## src/rtl/tcni_sched_pkg.sv

```systemverilog
// Shared types and constants for the TCNI scheduling queue.
// Holds the memory word/offset types, TCNI status codes, register indices,
// the FSM state enum and the queued entry struct.
package tcni_sched_pkg;

  typedef logic [31:0] memword;
  typedef logic [15:0] memoffset;

  // TCNI status codes; 5..7 are folded onto IDLE by status_norm().
  localparam logic [2:0] ST_IDLE  = 3'd0;
  localparam logic [2:0] ST_ARMED = 3'd1;
  localparam logic [2:0] ST_BUSY  = 3'd2;
  localparam logic [2:0] ST_DONE  = 3'd3;
  localparam logic [2:0] ST_ERROR = 3'd4;

  // MMIO word indices (byte address bits [4:2]).
  localparam logic [2:0] REG_TIME = 3'd0;
  localparam logic [2:0] REG_LOC  = 3'd1;
  localparam logic [2:0] REG_STAT = 3'd2;
  localparam logic [2:0] REG_CTRL = 3'd3;
  localparam logic [2:0] REG_IRQ  = 3'd4;

  typedef enum logic [2:0] {
    S_IDLE = 3'd0,
    S_LOAD = 3'd1,
    S_WAIT = 3'd2,
    S_RUN  = 3'd3,
    S_HALT = 3'd4
  } sched_state_t;

  typedef struct packed {
    memword   inj_time;
    memoffset loc;
  } entry_t;

  function automatic logic [2:0] status_norm(input logic [2:0] s);
    return (s > ST_ERROR) ? ST_IDLE : s;
  endfunction

endpackage

```

## src/rtl/tcni_sched_fifo.sv

```systemverilog
// Synchronous FIFO of scheduling entries with flush.
// Ports: push/pop/flush strobes, din entry in; head entry, count, full, empty out.
// Flush wins over push and pop; a push while full is accepted only alongside a pop.
module tcni_sched_fifo
  import tcni_sched_pkg::*;
#(
  parameter int DEPTH = 8
) (
  input  logic                     clock_in,
  input  logic                     reset_in,
  input  logic                     push,
  input  logic                     pop,
  input  logic                     flush,
  input  entry_t                   din,
  output entry_t                   head,
  output logic [$clog2(DEPTH):0]   count,
  output logic                     full,
  output logic                     empty
);

  localparam int AW = $clog2(DEPTH);
  localparam int CW = AW + 1;

  entry_t          mem [DEPTH];
  logic [AW-1:0]   wr_ptr;
  logic [AW-1:0]   rd_ptr;
  logic            do_push;
  logic            do_pop;

  assign full    = (count == CW'(DEPTH));
  assign empty   = (count == '0);
  assign do_push = push && !flush && (!full || pop);
  assign do_pop  = pop && !flush && !empty;
  assign head    = mem[rd_ptr];

  always_ff @(posedge clock_in or negedge reset_in) begin
    if (!reset_in) begin
      wr_ptr <= '0;
      rd_ptr <= '0;
      count  <= '0;
    end else if (flush) begin
      wr_ptr <= '0;
      rd_ptr <= '0;
      count  <= '0;
    end else begin
      if (do_push) wr_ptr <= wr_ptr + AW'(1);
      if (do_pop)  rd_ptr <= rd_ptr + AW'(1);
      count <= count + CW'(do_push) - CW'(do_pop);
    end
  end

  // Storage is not reset; head is only consumed when count is non-zero.
  always_ff @(posedge clock_in) begin
    if (do_push) mem[wr_ptr] <= din;
  end

endmodule

```

## src/rtl/tcni_sched_queue.sv

```systemverilog
// TCNI scheduling queue: MMIO-fed FIFO of (time, location) entries presented to the TCNI.
// Ports: clock_in/reset_in; mmio_* register window (ack one cycle after strobe);
// injection_time_out/data_location_out to TCNI; tcni_status_in from TCNI; irq_out.
// Optional feature macro: TCNI_SCHED_IRQ_EN adds the IRQ register and drives irq_out.
module tcni_sched_queue
  import tcni_sched_pkg::*;
#(
  parameter int DEPTH = 8
) (
  input  logic     clock_in,
  input  logic     reset_in,
  input  memword   mmio_addr_in,
  input  memword   mmio_data_in,
  input  logic     mmio_wr_in,
  input  logic     mmio_rd_in,
  output memword   mmio_data_out,
  output logic     mmio_ack_out,
  output memword   injection_time_out,
  output memoffset data_location_out,
  input  logic [2:0] tcni_status_in,
  output logic     irq_out
);

  localparam int AW   = $clog2(DEPTH);
  localparam int CW   = AW + 1;
  localparam int OFFW = $bits(memoffset);

  sched_state_t state_q, state_d;
  memword       inj_time_q, inj_time_d;
  memoffset     loc_q, loc_d;
  logic [2:0]   prev_status_q;
  logic [2:0]   status_n;
  logic         enable_q;
  memword       staged_q;
  logic         ovf_q;
  logic         err_q;
  memword       rdata_q;
  logic         ack_q;
  memword       rd_val;

  logic [2:0]   reg_idx;
  logic         wr_time, wr_loc, wr_ctrl;
  logic         flush, clr;
  logic         done_edge;
  logic         pop;
  logic         enter_halt;
  logic         addr_unused;

  entry_t         push_entry;
  entry_t         head;
  logic [CW-1:0]  count;
  logic           full;
  logic           empty;

`ifdef TCNI_SCHED_IRQ_EN
  logic [1:0] irq_q;
  logic       irq_r;
  logic       wr_irq;
  logic       drained_set;
`endif

  assign reg_idx     = mmio_addr_in[4:2];
  assign addr_unused = ^{mmio_addr_in[31:5], mmio_addr_in[1:0]};
  assign wr_time     = mmio_wr_in && (reg_idx == REG_TIME);
  assign wr_loc      = mmio_wr_in && (reg_idx == REG_LOC);
  assign wr_ctrl     = mmio_wr_in && (reg_idx == REG_CTRL);
  assign flush       = wr_ctrl && mmio_data_in[1];
  assign clr         = wr_ctrl && mmio_data_in[2];

  // A held DONE must retire only one entry, so qualify on the rising edge.
  assign status_n  = status_norm(tcni_status_in);
  assign done_edge = (status_n == ST_DONE) && (prev_status_q != ST_DONE);

  assign push_entry = '{inj_time: staged_q, loc: mmio_data_in[OFFW-1:0]};

  tcni_sched_fifo #(.DEPTH(DEPTH)) u_fifo (
    .clock_in (clock_in),
    .reset_in (reset_in),
    .push     (wr_loc),
    .pop      (pop),
    .flush    (flush),
    .din      (push_entry),
    .head     (head),
    .count    (count),
    .full     (full),
    .empty    (empty)
  );

  // FSM state register together with the outputs it drives.
  always_ff @(posedge clock_in or negedge reset_in) begin
    if (!reset_in) begin
      state_q    <= S_IDLE;
      inj_time_q <= '0;
      loc_q      <= '0;
    end else begin
      state_q    <= state_d;
      inj_time_q <= inj_time_d;
      loc_q      <= loc_d;
    end
  end

  always_comb begin
    state_d    = state_q;
    inj_time_d = inj_time_q;
    loc_d      = loc_q;
    pop        = 1'b0;
    enter_halt = 1'b0;
    if (flush) begin
      state_d    = S_IDLE;
      inj_time_d = '0;
      loc_d      = '0;
    end else begin
      case (state_q)
        S_IDLE: begin
          if (enable_q && (count != '0)) state_d = S_LOAD;
        end
        S_LOAD: begin
          inj_time_d = head.inj_time;
          loc_d      = head.loc;
          state_d    = S_WAIT;
        end
        S_WAIT, S_RUN: begin
          if (done_edge) begin
            pop        = 1'b1;
            inj_time_d = '0;
            loc_d      = '0;
            state_d    = S_IDLE;
          end else if (status_n == ST_ERROR) begin
            // Head stays queued so software can retry after clearing.
            enter_halt = 1'b1;
            inj_time_d = '0;
            loc_d      = '0;
            state_d    = S_HALT;
          end else if ((state_q == S_WAIT) && (status_n == ST_BUSY)) begin
            state_d = S_RUN;
          end
        end
        S_HALT: begin
          if (clr) state_d = S_IDLE;
        end
        default: state_d = S_IDLE;
      endcase
    end
  end

  // Register file, sticky flags and MMIO response.
  always_ff @(posedge clock_in or negedge reset_in) begin
    if (!reset_in) begin
      prev_status_q <= ST_IDLE;
      enable_q      <= 1'b0;
      staged_q      <= '0;
      ovf_q         <= 1'b0;
      err_q         <= 1'b0;
      rdata_q       <= '0;
      ack_q         <= 1'b0;
    end else begin
      prev_status_q <= status_n;
      if (wr_time) staged_q <= mmio_data_in;
      // Halt entry wins over a same-cycle CTRL write.
      if (enter_halt)   enable_q <= 1'b0;
      else if (wr_ctrl) enable_q <= mmio_data_in[0];
      if (wr_loc && full && !pop && !flush) ovf_q <= 1'b1;
      else if (clr)                         ovf_q <= 1'b0;
      if (enter_halt) err_q <= 1'b1;
      else if (clr)   err_q <= 1'b0;
      ack_q   <= mmio_wr_in || mmio_rd_in;
      rdata_q <= mmio_rd_in ? rd_val : '0;
    end
  end

  always_comb begin
    rd_val = '0;
    case (reg_idx)
      REG_TIME: rd_val = staged_q;
      REG_STAT: rd_val = {14'd0, state_q, tcni_status_in, err_q, ovf_q,
                          full, empty, 8'(count)};
      REG_CTRL: rd_val = {31'd0, enable_q};
`ifdef TCNI_SCHED_IRQ_EN
      REG_IRQ:  rd_val = {30'd0, irq_q};
`endif
      default:  rd_val = '0;
    endcase
  end

`ifdef TCNI_SCHED_IRQ_EN
  assign wr_irq = mmio_wr_in && (reg_idx == REG_IRQ);
  // A pop with a simultaneous push keeps count unchanged, so it does not drain.
  assign drained_set = pop && (count == CW'(1)) && !wr_loc;

  always_ff @(posedge clock_in or negedge reset_in) begin
    if (!reset_in) begin
      irq_q <= 2'b00;
      irq_r <= 1'b0;
    end else begin
      irq_q <= (irq_q & ~(wr_irq ? mmio_data_in[1:0] : 2'b00))
             | {enter_halt, drained_set};
      irq_r <= |irq_q;
    end
  end

  assign irq_out = irq_r;
`else
  assign irq_out = 1'b0;
`endif

  assign injection_time_out = inj_time_q;
  assign data_location_out  = loc_q;
  assign mmio_data_out      = rdata_q;
  assign mmio_ack_out       = ack_q;

endmodule
```

## config.mk

```make
export PLATFORM = sky130hd
export DESIGN_NAME = tcni_sched_queue
export DESIGN_NICKNAME = d
export VERILOG_FILES = /design/src/rtl/tcni_sched_pkg.sv /design/src/rtl/tcni_sched_fifo.sv /design/src/rtl/tcni_sched_queue.sv
export SDC_FILE = /design/constraint.sdc
export NUM_CORES = 1
export LEC_CHECK = 0
export BUFFER_PORTS_ARGS = -buffer_cell sky130_fd_sc_hd__buf_4
export CORE_ASPECT_RATIO = 1.1
export CORE_MARGIN = 1.5
export CORE_UTILIZATION = 54
export CTS_CLUSTER_SIZE = 16
export DETAILED_ROUTE_END_ITERATION = 7
export PLACE_DENSITY = 0.84
export SLEW_MARGIN = 20
export SYNTH_ARGS = -nofsm -noshare
export SYNTH_HDL_FRONTEND = slang
export SYNTH_SLANG_ARGS = --single-unit
```

## constraint.sdc

```tcl
create_clock -name clock_in -period 6.05 [get_ports clock_in]
set_clock_uncertainty 0.2 [all_clocks]
set_input_delay 0.605 -clock clock_in [delete_from_list [all_inputs] [get_ports clock_in]]
set_output_delay 0.605 -clock clock_in [all_outputs]
set_load 0.05 [all_outputs]
```

==> impl_summary.txt, run 1 <==
----------------------------------------------------
[Final layout]
  Multi-input combinational cell area ... 4611 µm²
  Share of the core filled with cells ... 0.6301
  Final net count ... 1,166
  Area growth syn-to-layout ... 15.31%
  Finished Cell Area ... 22,670 µm²
  Layout cells sized above 1 ... 0.3348
  Sequential Area ... 14,850 µm²
  Fill cell count ... 2,379

[Timing]
  Post-route clock period utilization ... 0.5861
  Post-route minimum period ... 3.546 ns
  RSZ-0062 raised after global routing ... no
  Setup TNS Final ... 0 ns
  Max_slew headroom ... 0.2581
  Smallest setup slack after layout ... 2.504 ns
  Fmax ... 0.2820 GHz
  Slew at the pin with the worst max-slew slack ... 1.113 ns
  Final hold violations ... 0
  Pins Over Slew Limit ... 0
  Count of endpoints failing setup in the final report ... 0

[Floorplanning]
  Die Wd ... 184.9 µm
  Ports placed on the boundary ... 153
  Starting Density ... 0.5464
  Area of the core region ... 35,990 µm²
  Die height ... 203.1 µm
  Area of the die ... 37,570 µm²
  Floorplan row count ... 73

[Placed design]
  Post-Place Worst Slack ... 2.229 ns
  Total of buffers placed on input and output ports ... 122
  Half-perimeter wire length after detailed placement ... 22.36 mm
  Final weighted congestion in routability-driven placement ... 0.8538
  Area of placed instances ... 21,160 µm²

[Logic synthesis]
  Dominant register cell in the synthesized netlist ... edfxtp_1
  Sequential element share of the synthesized area ... 0.7544
  Flop and latch count out of synthesis ... 516
  Yosys warning count ... 0
  Avg Inst Size Synth ... 20.85 µm²
  Number of distinct standard cells referenced by the synthesized netlist ... 49
  Ys async rst share ... 0.2558
  Netlist area before placement ... 19,660 µm²
  Gate count after technology mapping ... 943
  Post-synth EDFFs ... 384
  Syn nets ... 1,023

[Power]
  Overall power consumption ... 9.681 mW
  Ratio of total power to cell area ... 427.0 nW/µm²
  Worst IR Drop VDD ... 0.0003198 V
  Static Leak ... 7.952 nW

[Route]
  Drt pass-1 iters ... 5
  Sum of routed wire length over all layers ... 41.38 mm
  Post-route DRC violation count ... 0
  Post-detailed-route wirelength per cell ... 25.68 µm
  Iter 0 DRT Violations ... 818
  Post-route ant nets ... 0
  Number of vias in the routed layout ... 9,728
  Vias per cell ... 6.038

[Clock tree]
  Bufs on Longest Clock Path ... 3
  Post-cts repair resize count ... 0
  Sinks on the clock net ... 516
  Clock latency of the later-clocked register in the worst-skew pair ... 0.56 ns
  Clock tree from TritonCTS ... built
  Inserted Clock Buffers ... 47
  Library cell used as clock root buffer ... clkbuf_16
  Count of H-tree levels built during CTS ... 2
  Clock transition at path regs ... 0.06 ns

[Critical path]
  Worst Setup Path Type ... register to register
  Slowest CP cell ... and4_2
  Longest individual stage delay on the worst path ... 0.95 ns
  Required @ worst endpoint ... 6.08 ns
  Kind of cell adding the most delay to the critical path ... simple AND/OR/NAND/NOR gates
  Startpoint types ... register
  CP Buf/Inv Count ... 2
  Ordered list of cells on the worst path ... nand2b_1 -> o31ai_1 -> nand2_1 -> inv_1 -> and4_2 -> buf_4
  Endpoint kind of the worst setup timing path ... register
  Data arrival time of the critical path ... 3.57 ns
  Largest fanout of any net on the critical path ... 32

[Job]
  Max Cap Violations ... 0

[GRT]
  Largest net degree at the start of global routing ... 97
  Global-route wire length before repair ... 62.11 mm
  Antenna violations before repair ... 1
  Total Routing Usage GR ... 0.2265
  Via count of the first global-routing pass ... 10,300
  Overflow left after global routing ... 0

[Run status]
  Run status ... completed

[Min path]
  Path class of the lowest-slack min-delay path ... input port to register

----------------------------------------------------
==> sequential cells by signal, indices dropped and copies added (netlist names), 3 cells and up <==
name,flops
injection_time_out,32
u_fifo.rd_ptr,3
u_fifo.count,4
mmio_data_out,32
staged_q,32
data_location_out,16
u_fifo.wr_ptr,3
state_q,3
u_fifo.mem,384
prev_status_q,3
==> metal layers <==
layer	track usage	part of all wire	routed length [µm]	vias up
met3	0.04393	0.079	3289	102
met1	0.2963	0.37	15500	5104
met4	0.08711	0.032	1322	0
met2	0.3788	0.51	21260	437
li1	-	-	-	4085
met5	0	0	0	-
==> what timing repair did <==
action,4_1_cts,5_1_grt
hold buffers,1,0
hold endpoints to repair,18,0
setup buffers,0,0
==> path summary, 6_finish.rpt <==
check	start	end	slack, ns	cells after the start
worst min-delay path	tcni_status_in[2]	prev_status_q[0]	0.06	2
max in group asynchronous	reset_in	u_fifo.rd_ptr[2]	4.00	3
worst max register to register	state_q[2]	u_fifo.mem[1][46]	2.50	6
min in group asynchronous	reset_in	injection_time_out[18]	0.52	2
worst min register to register	data_location_out[7]	data_location_out[7]	0.29	1
worst max-delay path	state_q[2]	u_fifo.mem[1][46]	2.50	6
==> area by class of cell <==
class                           count  share of cell area
Antenna cell                        1           0.0001104
Clock buffer                       69             0.05871
Clock inverter                     17            0.007118
Inverter                            9            0.001490
Multi-Input combinational cell    369              0.2033
Sequential cell                   516              0.6547
Tap cell                          487             0.02687
Timing Repair Buffer              143             0.04762
==> Yosys cell counts, types with 3 or more instances <==
| master | number | area [µm²] |
|---|---|---|
| xnor2_1 | 3 | 26.28 |
| dfrtp_1 | 132 | 3303 |
| mux2i_1 | 65 | 650.6 |
| mux4_2 | 96 | 2162 |
| nand3_1 | 5 | 25.02 |
| nor2_1 | 23 | 86.33 |
| o2bb2ai_1 | 28 | 245.2 |
| nor4_1 | 5 | 31.28 |
| buf_2 | 14 | 70.07 |
| a21oi_1 | 6 | 30.03 |
| edfxtp_1 | 384 | 11530 |
| nor3b_1 | 4 | 30.03 |
| buf_1 | 6 | 22.52 |
| ha_1 | 8 | 100.1 |
| clkbuf_1 | 22 | 82.58 |
| nand2_1 | 14 | 52.55 |
| inv_1 | 9 | 33.78 |
| nand2b_1 | 3 | 18.77 |
| o2bb2ai_2 | 20 | 300.3 |
| mux2_2 | 33 | 371.6 |
| buf_6 | 6 | 67.56 |
| and2_1 | 22 | 137.6 |
==> layout by cell type (no fill, tap or decap), drive strengths merged, types with 8 or more instances in the layout <==
cell     synthesis  routed
and2            23      23
o2bb2ai         48      48
mux4            96      96
nor2            23      23
mux2i           65      65
mux2            33      33
buf             27     142
clkinv           0      13
ha               8       8
edfxtp         384     384
dfrtp          132     132
inv              9       9
nand2           14      14
clkbuf          22      69
==> cells by family after synthesis <==
group	share of synthesized area
buffers and inverters	0.01444
xor gates and xnor gates	0.001336
adders and majority gates	0.006109
muxes	0.1619
and+or+nand+nor	0.02749
DFF	0.7544
other	0.0001907
AOI/OAI and AO/OA	0.03411
==> where the power goes <==
group | switching [mW] | internal, mW | leakage, nW
Combinational | 1.18 | 0.991 | 2.05
Sequential | 0.461 | 4.17 | 5.17
Clock | 1.22 | 1.65 | 0.730
==> through the flow <==
step / hold WS (ns) / std cells
6_report: 0.05836 / 1611
2_1_floorplan: 0.1094 / 943
3_3_place_gp: 0.2766 / 1523
5_1_grt: 0.05155 / 1610
3_5_place_dp: 0.2790 / 1523
4_1_cts: 0.03519 / 1610
(Power assumes the default switching activity.)
==> inputs of run 2 (changes only) <==
--- a/config.mk
+++ b/config.mk
@@ -5,6 +5,7 @@
 export SDC_FILE = /design/constraint.sdc
 export NUM_CORES = 1
 export LEC_CHECK = 0
+export ABC_AREA = 1
 export BUFFER_PORTS_ARGS = -buffer_cell sky130_fd_sc_hd__buf_4
 export CORE_ASPECT_RATIO = 1.1
 export CORE_MARGIN = 1.5
==> constraint.sdc (replaced) <==
create_clock -name clock_in -period 3.05 [get_ports clock_in]
set_clock_uncertainty 0.2 [all_clocks]
set_input_delay 0.305 -clock clock_in [delete_from_list [all_inputs] [get_ports clock_in]]
set_output_delay 0.305 -clock clock_in [all_outputs]
set_load 0.05 [all_outputs]
==> run 2 against run 1 <==
Against the previous run: global-route usage grew 2.1 points; first-iteration DRC count increased by 76%; via count up 45%; worst hold slack improved by 0.091 ns; sequential share of layout area is 4.5 points lower; critical path depth increased by 4; sequential power is 91% higher; register-to-register slack lost 2.0 ns; final cell count increased by 54%; final area increased by 7.4%; synthesized cell count grew 91%; worst setup slack lost 2.1 ns; largest cell class unchanged.
==> impl_summary.txt, run 2 <==
----------------------------------------------------
[Run status]
  Run status ... completed

[Critical path]
  Kind of cell adding the most delay to the critical path ... simple AND/OR/NAND/NOR gates
  CP Buf/Inv Count ... 4 (+2)
  Launching instance or port of the critical path ... tcni_status_in[2]
  Required @ worst endpoint ... 3.07 ns (-3.01 ns)
  Setup slack of the worst register-to-register path ... 0.53 ns (-1.97 ns)
  Largest fanout of any net on the critical path ... 20 (-38%)
  Reg-to-Reg End ... u_fifo.mem[0][22]
  Endpoint kind of the worst setup timing path ... register
  Longest individual stage delay on the worst path ... 0.54 ns (-0.41 ns)
  Slowest CP cell ... dlygate4sd3_1
  Ordered list of cells on the worst path ... dlygate4sd3_1 -> buf_4 -> inv_1 -> nand3_1 -> nor2_4 -> nand3_1 -> nand2_1 -> nand3_1 -> nor2_4 -> buf_4
  Library cell appearing most often on the critical path ... nand3_1
  Reg2reg path depth ... 8 (+2)
  Crit Reg-Reg Startpoint ... state_q[2]
  Data arrival time of the critical path ... 2.67 ns (-0.90 ns)
  Worst Setup Path Type ... input port to register
  Startpoint types ... input port

[Final layout]
  Reg with most FFs ... u_fifo.mem
  Fill cell count ... 2,691 (+13%)
  Multi-input combinational cell area ... 5285 µm² (+15%)
  Number of antenna repair diodes ... 0 (-1)
  Sequential Area ... 14,840 µm² (about the same)
  Final net count ... 2,027 (+74%)
  Most common cell after layout, fill and taps aside ... nand2_1
  Layout cells sized above 1 ... 0.1738 (-0.1610)
  Area growth syn-to-layout ... 16.97%
  Highest-count cells in the layout ignoring fill and taps ... nand2_1, edfxtp_1, nor2_1
  Max reg flops ... 384 (unchanged)

[Power]
  Ratio of total power to cell area ... 929.4 nW/µm² (+120%)
  Static Leak ... 9.776 nW (+23%)
  Overall power consumption ... 22.63 mW (+130%)
  Worst IR Drop VDD ... 0.0009709 V (+200%)
  Internal Pwr Total ... 14.05 mW (+110%)
  Comb pwr share ... 0.351 (+0.127)
  Clock group share of total power ... 0.258 (-0.039)
  Fraction of power spent switching nets ... 0.3793 (+0.08347)
  Switching Power ... 8.583 mW (+200%)
  Proportion of power drawn by flip-flops and latches ... 0.391 (-0.088)

[Logic synthesis]
  Dominant register cell in the synthesized netlist ... edfxtp_1
  Avg Inst Size Synth ... 11.56 µm² (-45%)
  Area contributors post-synth ... edfxtp_1, dfrtp_1, nand2_1
  Ys async rst share ... 0.2558 (unchanged)
  Most instantiated cells after synthesis ... nand2_1, edfxtp_1, nor2_1
  Syn nets ... 1,881 (+84%)
  Top-area cell type share of the netlist area ... 0.5539 (-0.03246)
  Netlist area before placement ... 20,820 µm² (+5.9%)
  Number of distinct standard cells referenced by the synthesized netlist ... 36 (-27%)
  Count leader, synth ... nand2_1
  Gate count after technology mapping ... 1,801 (+91%)
  Flop and latch count out of synthesis ... 516 (unchanged)
  Post-synth EDFFs ... 384 (unchanged)
  Yosys warning count ... 0 (unchanged)
  Cell type with the highest aggregate area in the netlist ... edfxtp_1
  Sequential element share of the synthesized area ... 0.7126 (-0.04176)

[Floorplanning]
  Die height ... 208.9 µm (+2.8%)
  Ports placed on the boundary ... 153 (unchanged)
  Starting Density ... 0.5464 (about the same)
  Area of the core region ... 38,100 µm² (+5.9%)
  Area of the die ... 39,740 µm² (+5.8%)
  Die Wd ... 190.2 µm (+2.8%)
  Floorplan row count ... 75 (+2.7%)

[Clock tree]
  Clock tree from TritonCTS ... built
  Inserted Clock Buffers ... 46 (-2.1%)
  Post-CTS setup repair buffer count ... 0 (unchanged)
  Library cell used as clock root buffer ... clkbuf_16
  Sinks on the clock net ... 516 (unchanged)
  Clock transition at path regs ... 0.06 ns (about the same)
  Bufs on Longest Clock Path ... 3 (unchanged)
  Count of H-tree levels built during CTS ... 2 (unchanged)
  Clock latency of the later-clocked register in the worst-skew pair ... 0.58 ns (+0.02 ns)

[Timing]
  Fmax ... 0.3786 GHz
  RSZ-0062 raised after global routing ... no
  Post-route minimum period ... 2.642 ns
  Tightest hold margin ... 0.1496 ns (+0.09121 ns)
  Pins Over Slew Limit ... 0 (unchanged)
  Post-route clock period utilization ... 0.8661
  Count of endpoints failing setup in the final report ... 0 (unchanged)
  Final hold violations ... 0 (unchanged)
  Slew at the pin with the worst max-slew slack ... 0.9362 ns (-0.1767 ns)
  Max_slew headroom ... 0.3759 (+0.1178)

[Route]
  Post-route ant nets ... 0 (unchanged)
  Iter 0 DRT Violations ... 1,439 (+76%)
  Vias per cell ... 5.662 (-6.2%)
  Sum of routed wire length over all layers ... 48.70 mm (+18%)
  Post-route DRC violation count ... 0 (unchanged)
  Drt pass-1 iters ... 6 (+1)
  Post-detailed-route wirelength per cell ... 19.60 µm (-24%)
  Number of vias in the routed layout ... 14,070 (+45%)

[Min path]
  Path class of the lowest-slack min-delay path ... input port to asynchronous set/reset pin

[GRT]
  Global-route wire length before repair ... 75.47 mm (+22%)
  Total Routing Usage GR ... 0.2478 (+0.02131)
  Largest net degree at the start of global routing ... 194 (+100%)
  Via count of the first global-routing pass ... 14,080 (+37%)
  Antenna violations before repair ... 0 (-1)
  Overflow left after global routing ... 0 (unchanged)

[Placed design]
  Final weighted congestion in routability-driven placement ... 0.8158 (-4.5%)
  Half-perimeter wire length after detailed placement ... 26.73 mm (+20%)
  Total of buffers placed on input and output ports ... 122 (unchanged)

[Job]
  Max Cap Violations ... 0 (unchanged)

----------------------------------------------------
-- run 2: cell count changes after synthesis, moves of 28 or more --
cell / previous run / this run
inv_1: 9 / 52
mux2i_1: 65 / 0
mux4_2: 96 / 0
nand2_1: 14 / 432
nand2_2: 0 / 44
nand3_1: 5 / 158
nor2_1: 23 / 257
o21ai_0: 2 / 113
o21ai_2: 0 / 40
o2bb2ai_1: 28 / 0
-- run 2: power by group through the flow --
| stage | clock (mW) | sequential (mW) | combinational (mW) |
|---|---|---|---|
| finish | 5.84 | 8.85 | 7.94 |
| global route | 6.16 | 8.91 | 8.66 |
| CTS | 5.89 | 8.84 | 7.93 |
| detailed placement | 0 | 8.97 | 7.79 |
| global placement | 0 | 8.93 | 7.51 |
| floorplan | 0 | 9.72 | 4.92 |
-- run 2: worst max path at each step --
stage	to	slack [ns]	cells past startpoint
detailed placement	u_fifo.mem[0][22]	0.43	9
global route	u_fifo.mem[0][27]	0.27	10
floorplan	u_fifo.mem[0][0]	-0.66	7
finish	u_fifo.mem[0][22]	0.41	10
global placement	u_fifo.mem[0][21]	0.45	9
CTS	u_fifo.mem[0][27]	0.41	10
-- run 2: cells by family after synthesis --
| logic type | Yosys count | share of synthesized area |
|---|---|---|
| fa+ha+maj | 9 | 0.005771 |
| buf+inv | 157 | 0.03709 |
| simple gates | 905 | 0.1809 |
| flops | 516 | 0.7126 |
| other cells | 1 | 0.0001801 |
| xor+xnor | 3 | 0.001262 |
| compound gates | 199 | 0.05620 |
| mux | 11 | 0.005951 |
-- run 2: layer usage --
| metal | vias up | share of wire | GRT usage |
|---|---|---|---|
| li1 | 6418 | - | - |
| met1 | 6785 | 0.38 | 0.3176 |
| met2 | 710 | 0.50 | 0.4221 |
| met3 | 158 | 0.076 | 0.03477 |
| met4 | 0 | 0.039 | 0.1089 |
| met5 | - | 0 | 0 |
-- run 2: final cells by class --
cell class / instances / share of cell area
inverters: 57 / 0.009044
well taps: 500 / 0.02569
clock inverters: 20 / 0.008171
multi-input cells: 1128 / 0.2171
clock buffers: 66 / 0.05504
flip-flops and latches: 516 / 0.6096
repair buffers: 198 / 0.07539
-- run 2: metrics by stage --
| step | cells | TNS [ns] | worst slack [ns] | cell area (µm²) | util |
|---|---|---|---|---|---|
| 2_1_floorplan | 1801 | -232.91 | -0.6623 | 20840 | - |
| 3_3_place_gp | 2356 | 0 | 0.4459 | 22380 | 0.5874 |
| 3_5_place_dp | 2356 | 0 | 0.4276 | 22380 | 0.5874 |
| 4_1_cts | 2485 | 0 | 0.4135 | 24350 | 0.6391 |
| 5_1_grt | 2485 | 0 | 0.2681 | 24350 | 0.6391 |
| 6_report | 2485 | 0 | 0.4084 | 24350 | 0.6391 |
-- run 2: worst register-to-register path, stage by stage, from the launching register on --
cell	delay, ns
dfrtp_1	0.45
inv_2	0.09
nand2_2	0.07
inv_4	0.10
nand3_1	0.11
nand2_1	0.15
nand3_1	0.37
nor2_4	0.26
buf_4	0.37
-- run 2: what timing repair did --
action                                 4_1_cts  5_1_grt
hold buffers                                43        0
endpoints found under the hold margin      243        0
resized for setup                            0        0
==> inputs of run 3 (changes only) <==
--- a/config.mk
+++ b/config.mk
@@ -5,7 +5,6 @@
 export SDC_FILE = /design/constraint.sdc
 export NUM_CORES = 1
 export LEC_CHECK = 0
-export ABC_AREA = 1
 export BUFFER_PORTS_ARGS = -buffer_cell sky130_fd_sc_hd__buf_4
 export CORE_ASPECT_RATIO = 1.1
 export CORE_MARGIN = 1.5
==> constraint.sdc (replaced) <==
create_clock -name clock_in -period 2.3 [get_ports clock_in]
set_clock_uncertainty 0.2 [all_clocks]
set_input_delay 0.23 -clock clock_in [delete_from_list [all_inputs] [get_ports clock_in]]
set_output_delay 0.23 -clock clock_in [all_outputs]
set_load 0.05 [all_outputs]
==> run 3 against run 2 <==
Against the previous run: utilization is 6.7 points higher; clock-buffer cell count stayed put; routed wire length grew 9.5%; register-to-register slack worse by 0.98 ns; non-clock buffer count grew 102; final cell count decreased by 29%; critical path type is now register to register; clock power up 45%; largest power group unchanged; worst hold slack lost 0.16 ns; power is 22% higher; first-iteration DRC count shrank 0.28%; the run now ends with hold timing, setup timing left.
==> impl_summary.txt, run 3 (synthesis results as in run 1) <==
----------------------------------------------------
[Route]
  Vias per cell ... 6.249 (+10%)
  Number of vias in the routed layout ... 11,090 (-21%)
  Post-route DRC violation count ... 0 (unchanged)
  Post-route ant nets ... 0 (unchanged)
  Post-detailed-route wirelength per cell ... 30.06 µm (+53%)
  Sum of routed wire length over all layers ... 53.33 mm (+9.5%)
  Drt pass-1 iters ... 5 (-1)
  Iter 0 DRT Violations ... 1,435 (-0.28%)

[Timing]
  Tightest hold margin ... -0.01405 ns (-0.1636 ns)
  Slew at the pin with the worst max-slew slack ... 0.6369 ns (-0.2993 ns)
  Final hold violations ... 2 (+2)
  Post-route clock period utilization ... 1.194
  Fmax ... 0.3642 GHz
  Setup TNS Final ... -93.04 ns (-93.04 ns)
  Count of endpoints failing setup in the final report ... 389 (+389)
  Max_slew headroom ... 0.5694 (+0.1936)
  RSZ-0062 raised after global routing ... yes
  Smallest setup slack after layout ... -0.4457 ns (-0.8541 ns)
  Post-route minimum period ... 2.746 ns
  Pins Over Slew Limit ... 0 (unchanged)

[Clock tree]
  Clock latency of the later-clocked register in the worst-skew pair ... 0.58 ns (about the same)
  Clock transition at path regs ... 0.07 ns (about the same)
  Bufs on Longest Clock Path ... 3 (unchanged)
  Library cell used as clock root buffer ... clkbuf_16
  Sinks on the clock net ... 516 (unchanged)
  Clock tree from TritonCTS ... built
  Count of H-tree levels built during CTS ... 2 (unchanged)
  Inserted Clock Buffers ... 49 (+6.5%)

[Critical path]
  Crit Reg-Reg Startpoint ... u_fifo.count[2]
  Data arrival time of the critical path ... 3.07 ns (+0.40 ns)
  Slowest CP cell ... fa_2
  Endpoint kind of the worst setup timing path ... register
  Worst Setup Path Type ... register to register
  Startpoint types ... register
  Required @ worst endpoint ... 2.63 ns (-0.44 ns)
  Ordered list of cells on the worst path ... inv_2 -> ha_4 -> nor3b_4 -> nor4_4 -> and2_4 -> ha_4 -> inv_4 -> ha_4 -> fa_2 -> and2_4
  Largest fanout of any net on the critical path ... 2 (-90%)
  Library cell appearing most often on the critical path ... ha_4
  Launching instance or port of the critical path ... u_fifo.count[2]
  Longest individual stage delay on the worst path ... 0.56 ns (+0.02 ns)

[Min path]
  Path class of the lowest-slack min-delay path ... input port to asynchronous set/reset pin

[Final layout]
  Area growth syn-to-layout ... 29.14%
  Layout cells sized above 1 ... 0.4106 (+0.2368)
  Max reg flops ... 384 (unchanged)
  Final net count ... 1,325 (-35%)
  Final cell count without fillers ... 1,774 (-29%)
  Share of the core filled with cells ... 0.7056 (+0.06654)
  Reg with most FFs ... u_fifo.mem
  Most common cell after layout, fill and taps aside ... edfxtp_1
  Finished Cell Area ... 25,390 µm² (+4.3%)
  Highest-count cells in the layout ignoring fill and taps ... edfxtp_1, buf_4, dfrtp_1

[GRT]
  Overflow left after global routing ... 0 (unchanged)
  Antenna violations before repair ... 1 (+1)
  Largest net degree at the start of global routing ... 48 (-75%)
  Via count of the first global-routing pass ... 11,440 (-19%)
  Total Routing Usage GR ... 0.2705 (+0.02268)
  Global-route wire length before repair ... 73.12 mm (-3.1%)

[Power]
  Comb pwr share ... 0.264 (-0.087)
  Worst IR Drop VDD ... 0.0006804 V (-30%)
  Fraction of power spent switching nets ... 0.3076 (-0.07169)
  Proportion of power drawn by flip-flops and latches ... 0.429 (+0.038)
  Internal Pwr Total ... 19.14 mW (+36%)
  Ratio of total power to cell area ... 1089 nW/µm² (+17%)
  Clock group share of total power ... 0.307 (+0.049)
  Switching Power ... 8.502 mW (-0.94%)
  Static Leak ... 9.140 nW (-6.5%)

[Floorplanning]
  Starting Density ... 0.5464 (about the same)
  Die Wd ... 184.9 µm (-2.8%)
  Area of the die ... 37,570 µm² (-5.5%)
  Die height ... 203.1 µm (-2.8%)
  Area of the core region ... 35,990 µm² (-5.5%)
  Floorplan row count ... 73 (-2.7%)
  Ports placed on the boundary ... 153 (unchanged)

[Placed design]
  Half-perimeter wire length after detailed placement ... 25.90 mm (-3.1%)
  Total of buffers placed on input and output ports ... 122 (unchanged)
  Post-Place Worst Slack ... -0.3783 ns (-0.8059 ns)
  Number of instances in the placed design ... 1,582 (-33%)
  Area of placed instances ... 22,000 µm² (-1.7%)
  Final weighted congestion in routability-driven placement ... 0.8896 (+9.0%)

[Run status]
  Violations in the final reports ... hold timing, setup timing
  Run status ... finished with violations

[Job]
  Max Cap Violations ... 0 (unchanged)

----------------------------------------------------
## run 3: what timing repair did
action                     CTS  global route
pin swaps                   13            19
cloned                      15            12
hold endpoints to repair   310             0
hold buffers                40             0
buffers inserted            30            14
setup endpoints to repair  387           389
gates resized for setup     66            43
## run 3: worst paths after layout
path,cells past startpoint,endpoint,slack (ns)
worst max register to register,10,u_fifo.count[1],-0.45
worst min-delay path,2,data_location_out[12],-0.01
worst min register to register,1,data_location_out[13],0.29
min in group clock_in,5,mmio_data_out[0],0.10
worst max-delay path,10,u_fifo.count[1],-0.45
max in group asynchronous,3,mmio_data_out[28],1.07
## run 3: power groups by stage
stage	Clock (mW)	Sequential, mW	Combinational, mW
finish	8.48	11.9	7.29
detailed placement	0	11.9	6.59
global placement	0	11.9	6.46
global route	8.84	11.9	7.63
floorplan	0	12.7	3.68
CTS	8.40	11.8	6.93
## run 3: layout make-up
| cell class | count | area, µm² |
|---|---|---|
| antenna | 1 | 2.502 |
| clock buffer | 66 | 1393 |
| clock inverter | 26 | 282.8 |
| fill | 2007 | 10590 |
| inverter | 9 | 38.79 |
| multi-input combinational | 369 | 4803 |
| sequential | 516 | 14850 |
| tap | 487 | 609.3 |
| timing repair buffer | 300 | 3418 |
## run 3: worst max-delay path: cells and delay by family (launching register included)
kind / cells / cell delay (ns)
buf+inv: 2 / 0.15
flops: 1 / 0.41
simple gates: 4 / 0.78
fa+ha+maj: 4 / 1.15
## run 3: layer usage
layer,wire length [µm],vias up,GRT usage
met5,0,-,0
met4,2407,0,0.09727
met3,4572,150,0.04929
met2,27080,771,0.4607
met1,19270,5754,0.3507
li1,-,4410,-
## run 3: per-stage QoR
stage	power, mW	hold slack (ns)
2_1_floorplan	16.38	-0.2656
3_3_place_gp	18.33	0.02855
3_5_place_dp	18.52	0.02691
4_1_cts	27.09	0.01176
5_1_grt	28.39	0.01344
6_report	27.64	-0.01405
